`src/rtl/keypad_pkg.sv`:
```
// Shared keypad widths, FSM encoding and event packing helpers.
// Event format: [EVT_PRESS_BIT]=press(1)/release(0), [3:0]=key index.
package keypad_pkg;

  localparam int KEY_NUM       = 16;
  localparam int KEY_IDX_W     = 4;
  localparam int EVT_W         = 5;
  localparam int EVT_PRESS_BIT = 4;

  typedef enum logic {
    ST_IDLE = 1'b0,
    ST_WALK = 1'b1
  } walk_state_t;

  // Snapshot taken on acceptance; WALK consumes it one key per cycle.
  typedef struct packed {
    logic [KEY_NUM-1:0] diff;
    logic [KEY_NUM-1:0] nxt;
  } walk_ctx_t;

  function automatic logic [EVT_W-1:0] mk_evt(input logic press,
                                              input logic [KEY_IDX_W-1:0] idx);
    logic [EVT_W-1:0] e;
    e                = '0;
    e[EVT_PRESS_BIT] = press;
    e[KEY_IDX_W-1:0] = idx;
    return e;
  endfunction

endpackage

```
`src/rtl/evt_fifo.sv`:
```
// Synchronous FIFO: write in cycle N is visible on out_* in N+1; head holds while !out_rdy.
// When empty, out_dat keeps the last popped word; a push on a full FIFO succeeds only with a same-cycle pop.
module evt_fifo #(
  parameter int WIDTH = 5,
  parameter int DEPTH = 4
) (
  input  logic             clk,
  input  logic             rst,
  input  logic             in_vld,
  input  logic [WIDTH-1:0] in_dat,
  output logic             in_rdy,
  output logic             out_vld,
  output logic [WIDTH-1:0] out_dat,
  input  logic             out_rdy
);

  localparam int AW = $clog2(DEPTH);

  logic [WIDTH-1:0] mem [DEPTH];
  logic [AW-1:0]    wr_ptr_q;
  logic [AW-1:0]    rd_ptr_q;
  logic [AW:0]      count_q;
  logic [WIDTH-1:0] last_q;
  logic             full;
  logic             empty;
  logic             push;
  logic             pop;

  assign full    = (count_q == (AW+1)'(DEPTH));
  assign empty   = (count_q == '0);
  assign out_vld = !empty;
  assign pop     = out_vld && out_rdy;
  assign in_rdy  = !full || out_rdy;
  assign push    = in_vld && in_rdy;
  assign out_dat = empty ? last_q : mem[rd_ptr_q];

  always_ff @(posedge clk) begin
    if (push) begin
      mem[wr_ptr_q] <= in_dat;
    end
  end

  always_ff @(posedge clk) begin
    if (rst) begin
      wr_ptr_q <= '0;
      rd_ptr_q <= '0;
      count_q  <= '0;
      last_q   <= '0;
    end else begin
      if (push) begin
        wr_ptr_q <= wr_ptr_q + 1'b1;
      end
      if (pop) begin
        rd_ptr_q <= rd_ptr_q + 1'b1;
        last_q   <= mem[rd_ptr_q];
      end
      if (push && !pop) begin
        count_q <= count_q + 1'b1;
      end else if (pop && !push) begin
        count_q <= count_q - 1'b1;
      end
    end
  end

endmodule

```
`src/rtl/keypad_event_ctrl.sv`:
```
// Debounces the active-low keypad vector and emits per-key press/release events in ascending key order.
// Events reach evt_valid one cycle after the WALK step that finds them; a full queue drops events and sets overflow.
module keypad_event_ctrl
  import keypad_pkg::*;
#(
  parameter int SAMPLE_DIV   = 50000,
  parameter int DEBOUNCE_CNT = 20,
  parameter int FIFO_DEPTH   = 4
) (
  input  logic               clk,
  input  logic               rst,
  input  logic [KEY_NUM-1:0] key_raw,
  output logic               evt_valid,
  output logic [EVT_W-1:0]   evt_data,
  input  logic               evt_ready,
  output logic [KEY_NUM-1:0] key_state,
  output logic               overflow,
  input  logic               ovf_clr
);

  localparam int DIV_W  = (SAMPLE_DIV > 1) ? $clog2(SAMPLE_DIV) : 1;
  localparam int STAB_W = $clog2(DEBOUNCE_CNT + 1);
  localparam logic [DIV_W-1:0]  DIV_LAST = DIV_W'(SAMPLE_DIV - 1);
  localparam logic [STAB_W-1:0] STAB_MAX = STAB_W'(DEBOUNCE_CNT);

  logic [KEY_NUM-1:0]   sync1_q;
  logic [KEY_NUM-1:0]   sync2_q;
  logic [KEY_NUM-1:0]   pressed;
  logic [DIV_W-1:0]     div_cnt_q;
  logic                 tick;
  logic [KEY_NUM-1:0]   hist_n_q;
  logic [KEY_NUM-1:0]   prev_sample;
  logic [STAB_W-1:0]    stab_cnt_q;
  logic                 accept;
  walk_state_t          state_q;
  walk_state_t          state_d;
  logic [KEY_IDX_W-1:0] idx_q;
  walk_ctx_t            ctx_q;
  logic [KEY_NUM-1:0]   key_state_q;
  logic                 ovf_q;
  logic                 push_vld;
  logic [EVT_W-1:0]     push_dat;
  logic                 push_rdy;

  assign pressed     = ~sync2_q;
  assign tick        = (div_cnt_q == DIV_LAST);
  // History is kept in the scanner's active-low form so reset reads as all released.
  assign prev_sample = ~hist_n_q;
  assign accept      = (stab_cnt_q == STAB_MAX) && (prev_sample != key_state_q);

  always_ff @(posedge clk) begin
    if (rst) begin
      sync1_q    <= '1;
      sync2_q    <= '1;
      div_cnt_q  <= '0;
      hist_n_q   <= '1;
      stab_cnt_q <= '0;
    end else begin
      sync1_q <= key_raw;
      sync2_q <= sync1_q;
      div_cnt_q <= tick ? '0 : div_cnt_q + 1'b1;
      if (tick) begin
        if (pressed == prev_sample) begin
          if (stab_cnt_q != STAB_MAX) begin
            stab_cnt_q <= stab_cnt_q + 1'b1;
          end
        end else begin
          stab_cnt_q <= STAB_W'(1);
          hist_n_q   <= sync2_q;
        end
      end
    end
  end

  always_comb begin
    state_d  = state_q;
    push_vld = 1'b0;
    push_dat = '0;
    unique case (state_q)
      ST_IDLE: begin
        if (accept) begin
          state_d = ST_WALK;
        end
      end
      ST_WALK: begin
        push_vld = ctx_q.diff[idx_q];
        push_dat = mk_evt(ctx_q.nxt[idx_q], idx_q);
        if (idx_q == KEY_IDX_W'(KEY_NUM - 1)) begin
          state_d = ST_IDLE;
        end
      end
      default: state_d = ST_IDLE;
    endcase
  end

  always_ff @(posedge clk) begin
    if (rst) begin
      state_q     <= ST_IDLE;
      idx_q       <= '0;
      ctx_q       <= '0;
      key_state_q <= '0;
    end else begin
      state_q <= state_d;
      if (state_q == ST_IDLE) begin
        idx_q <= '0;
        if (accept) begin
          ctx_q.diff <= prev_sample ^ key_state_q;
          ctx_q.nxt  <= prev_sample;
        end
      end else begin
        idx_q <= idx_q + 1'b1;
        if (ctx_q.diff[idx_q]) begin
          key_state_q[idx_q] <= ctx_q.nxt[idx_q];
        end
      end
    end
  end

  // A dropped push outranks a same-cycle clear.
  always_ff @(posedge clk) begin
    if (rst) begin
      ovf_q <= 1'b0;
    end else if (push_vld && !push_rdy) begin
      ovf_q <= 1'b1;
    end else if (ovf_clr) begin
      ovf_q <= 1'b0;
    end
  end

  evt_fifo #(
    .WIDTH (EVT_W),
    .DEPTH (FIFO_DEPTH)
  ) u_evt_fifo (
    .clk     (clk),
    .rst     (rst),
    .in_vld  (push_vld),
    .in_dat  (push_dat),
    .in_rdy  (push_rdy),
    .out_vld (evt_valid),
    .out_dat (evt_data),
    .out_rdy (evt_ready)
  );

  assign key_state = key_state_q;
  assign overflow  = ovf_q;

endmodule
```
`config.mk`:
```
export PLATFORM = sky130hd
export DESIGN_NAME = keypad_event_ctrl
export DESIGN_NICKNAME = d
export VERILOG_FILES = /design/src/rtl/keypad_pkg.sv /design/src/rtl/evt_fifo.sv /design/src/rtl/keypad_event_ctrl.sv
export SDC_FILE = /design/constraint.sdc
export NUM_CORES = 1
export LEC_CHECK = 0
export CAP_MARGIN = 20
export CORE_UTILIZATION = 50
export CTS_CLUSTER_DIAMETER = 30
export CTS_CLUSTER_SIZE = 8
export DETAILED_ROUTE_END_ITERATION = 6
export GPL_TIMING_DRIVEN = 0
export PLACE_DENSITY = 0.74
export SYNTH_ARGS = -nofsm -noshare
export SYNTH_HDL_FRONTEND = slang
export SYNTH_SLANG_ARGS = --single-unit
export TNS_END_PERCENT = 30
```
`constraint.sdc`:
```
create_clock -name clk -period 3 [get_ports clk]
set_input_delay 0.3 -clock clk [delete_from_list [all_inputs] [get_ports clk]]
set_output_delay 0.3 -clock clk [all_outputs]
set_load 0.01 [all_outputs]
```
==> impl_metrics.toml <==
[sta]
setup_viol = 0
fin_skew_ps = 7.88
rsz0062_at_grt = "no"
drv_slew = 0
min_period_ps = 2840
fmax_ghz = 0.353
slew_headroom_pct = 57.2
timing_hold_violations_final = 0
fin_crit_sh_pct = 94.5
worstMarginPinSlew_ps = 643

[synth]
async_flop_share_pct = 0
yosys_warnings = 0
synth_top_area_share_pct = 41.4
syn_inst = 662
synth_commonest_cells = "dfxtp_1 (137), nand3_1 (75), a21oi_1 (46), nor2_1 (46), nand2_1 (34)"
synth_seq_cells = 157
synth_flop_cell = "dfxtp_1"
yosys.cell_types.count = 48
avgSynthCellArea_um2 = 10.0
synth_top_cell_by_area = "dfxtp_1"
seq_area_frac_synth_pct = 50.5
syn-cell-area_um2 = 6620
syn-num-nets = 695
yosysMostFrequentCell = "dfxtp_1"
synthTopCellsByArea = "dfxtp_1 (41%), edfxtp_1 (9.1%), nand3_1 (5.7%)"
synth_edf_count = 20

[floorplanning]
die_y_um = 117
io_pins = 43
row_count = 41
dieArea_um2 = 13700
start_util_pct = 51.9
fp.dieW_um = 117
coreArea_um2 = 12800

[global_route]
grt_first_pass_wirelength_um = 24700
grt_overflow_total = 0
gr-usage-all-layers_pct = 24.3
first_global_vias = 4843
grt_max_degree = 17
antenna_found_initial = 0

[drt]
wl_met1_um = 6620
wl_um = 15200
firstDrtPassIters = 5
drc_errors = 0
wl_per_cell_um = 16.7
routed-wl-met3_um = 804
drtIter0Drc = 511
dr_wl_met2_um = 7380
vias = 5059
viasPerCell = 5.57
antenna_left = 0
top_layer = "met4"

[power]
powerDensity_nw_per_um2 = 626
p_leak_nw = 2.79
power_mw = 4.98
irDropWorstVdd_mv = 0.382

[setup_path]
crit_path_max_incr_delay_ps = 360
cp.arrival_ps = 3190
timing.rr.start = "idx_q[1]$_SDFF_PP0_"
worstPathCellList = "buf_8, buf_12, mux2i_1, a221oi_2, a2bb2o_4, nor2b_2, buf_4, ha_1, inv_1, fa_2, xor2_1, or3_1, a21oi_1"
critPathMaxFanout = 10
path_buf_inv = 4
cp-start-kind = "flop"
cp.required_ps = 3360
cp_top_family = "compound AO/OA/AOI/OAI gates"
critPathSlowestCell = "dfxtp_4"
cp-end-kind = "flop"
critPathKind = "flop to flop"
critPathLaunch = "idx_q[1]$_SDFF_PP0_"
regToRegSetupSlack_ps = 160

[cts]
cts.clk_slew.worst_paths_ps = 60
holdBufCountCts = 0
root_buffer = "clkbuf_16"
htree_levels = 4
cts_tree = "built"
clk_path_buf_depth = 2
cts.sinks = 157
clock_latency_ps = 430
cts_made_buffers = 17

[place]
post-dp-hpwl_um = 11000
placed_cell_area_um2 = 7250
port_buffers = 41
place_congestion = 0.949
placed_cells_incl_taps = 875

[layout]
fin_nets = 758
final_cell_count_no_fill = 908
post-route-util_pct = 62.3
layout-drive-gt1-share_pct = 13.3
stdcell_area_um2 = 7960
num_antenna_cells = 0
syn_to_final_growth_pct = 20.2

[outcome]
outcome = "complete, no violations"

[hold_path]
hp-class = "input pin to flop"
min_from = "rst"

[run]
maxCapViolations = 0
[worst min-delay path, delay by kind of cell]
| family | cells | cell delay [ps] |
|---|---|---|
| AND/OR/NAND/NOR | 1 | 140 |
| buffers and inverters | 1 | 220 |
| multiplexers | 1 | 130 |
[flip-flops by register name, indices dropped and copies added, names as in the netlist, named ones only]
signal and flops:
ctx_q 32, div_cnt_q 16, hist_n_q 16, idx_q 4
key_state 16, overflow 1, stab_cnt_q 5, state_q 1
sync1_q 16, sync2_q 16, u_evt_fifo.count_q 3, u_evt_fifo.last_q 5
u_evt_fifo.mem 20, u_evt_fifo.rd_ptr_q 2, u_evt_fifo.wr_ptr_q 2
[per-stage QoR]
step                      setup TNS (ps)  hold slack [ps]  setup slack, ps
after floorplan                        0              389              221
after global placement              -180              393             -180
after detailed placement            -271              394             -271
after CTS                              0              407            0.484
after global routing                   0              420             55.6
final                                  0              401              164
[power by group]
group | switching (mW) | internal [mW] | total [mW]
registers | 0.0388 | 2.18 | 2.22
logic | 0.211 | 0.212 | 0.423
clock network | 0.798 | 1.55 | 2.35
total | 1.05 | 3.94 | 4.98
[layout make-up]
class	instances	area [um^2]
Buffer	44	218
Clock buffer	25	528
Clock inverter	5	125
Fill cell	1011	4810
Inverter	13	48.8
Multi-Input combinational cell	448	3050
Sequential cell	157	3350
Tap cell	172	215
Timing Repair Buffer	44	433
[per-layer routing]
| layer | global-route usage [%] | vias up |
|---|---|---|
| li1 | - | 2458 |
| met1 | 30.6 | 2409 |
| met2 | 40.4 | 164 |
| met3 | 5.20 | 28 |
| met4 | 11.0 | 0 |
| met5 | 0 | - |
[cell usage in the layout (no fill, tap or decap), types with 8 or more instances in the layout]
master	count
nor2_1	46
clkbuf_1	35
xnor2_1	25
mux4_2	11
mux2i_1	22
xor2_1	27
a21oi_1	46
nor4_1	9
or2_2	32
nand3_1	75
nand2_1	34
o21ai_1	10
edfxtp_1	20
ha_1	12
and2_1	8
o21ai_0	24
clkdlybuf4s50_1	41
a211oi_1	16
dfxtp_1	136
clkbuf_16	19
inv_1	11
[cells by family after synthesis]
group                    after synthesis  share of synthesized area, %
AND/OR/NAND/NOR                      237                          18.4
flip-flops                           157                          50.5
AO/OA/AOI/OAI                        105                          9.09
buffers and inverters                 57                          3.74
XOR/XNOR                              52                          6.88
multiplexers                          41                          8.88
adder cells (fa/ha/maj)               13                          2.57
[path summary, 6_finish.rpt]
kind                                         endpoint  cells past startpoint
setup / recovery   u_evt_fifo.count_q[2]$_SDFFE_PP0P_                     13
hold / removal    u_evt_fifo.wr_ptr_q[0]$_SDFFE_PP0P_                      3
setup reg to reg   u_evt_fifo.count_q[2]$_SDFFE_PP0P_                     13
hold reg to reg                sync2_q[11]$_SDFF_PP1_                      1
[what timing repair did]
| action | in CTS | in global routing |
|---|---|---|
| gates resized for setup | 4 | 7 |
| setup buffers | 2 | 1 |
| endpoints found under the setup margin | 1 | 1 |
| hold endpoints to repair | 0 | 0 |
| pin swaps | 2 | 2 |
No activity file was read; power rests on OpenSTA's default activity.
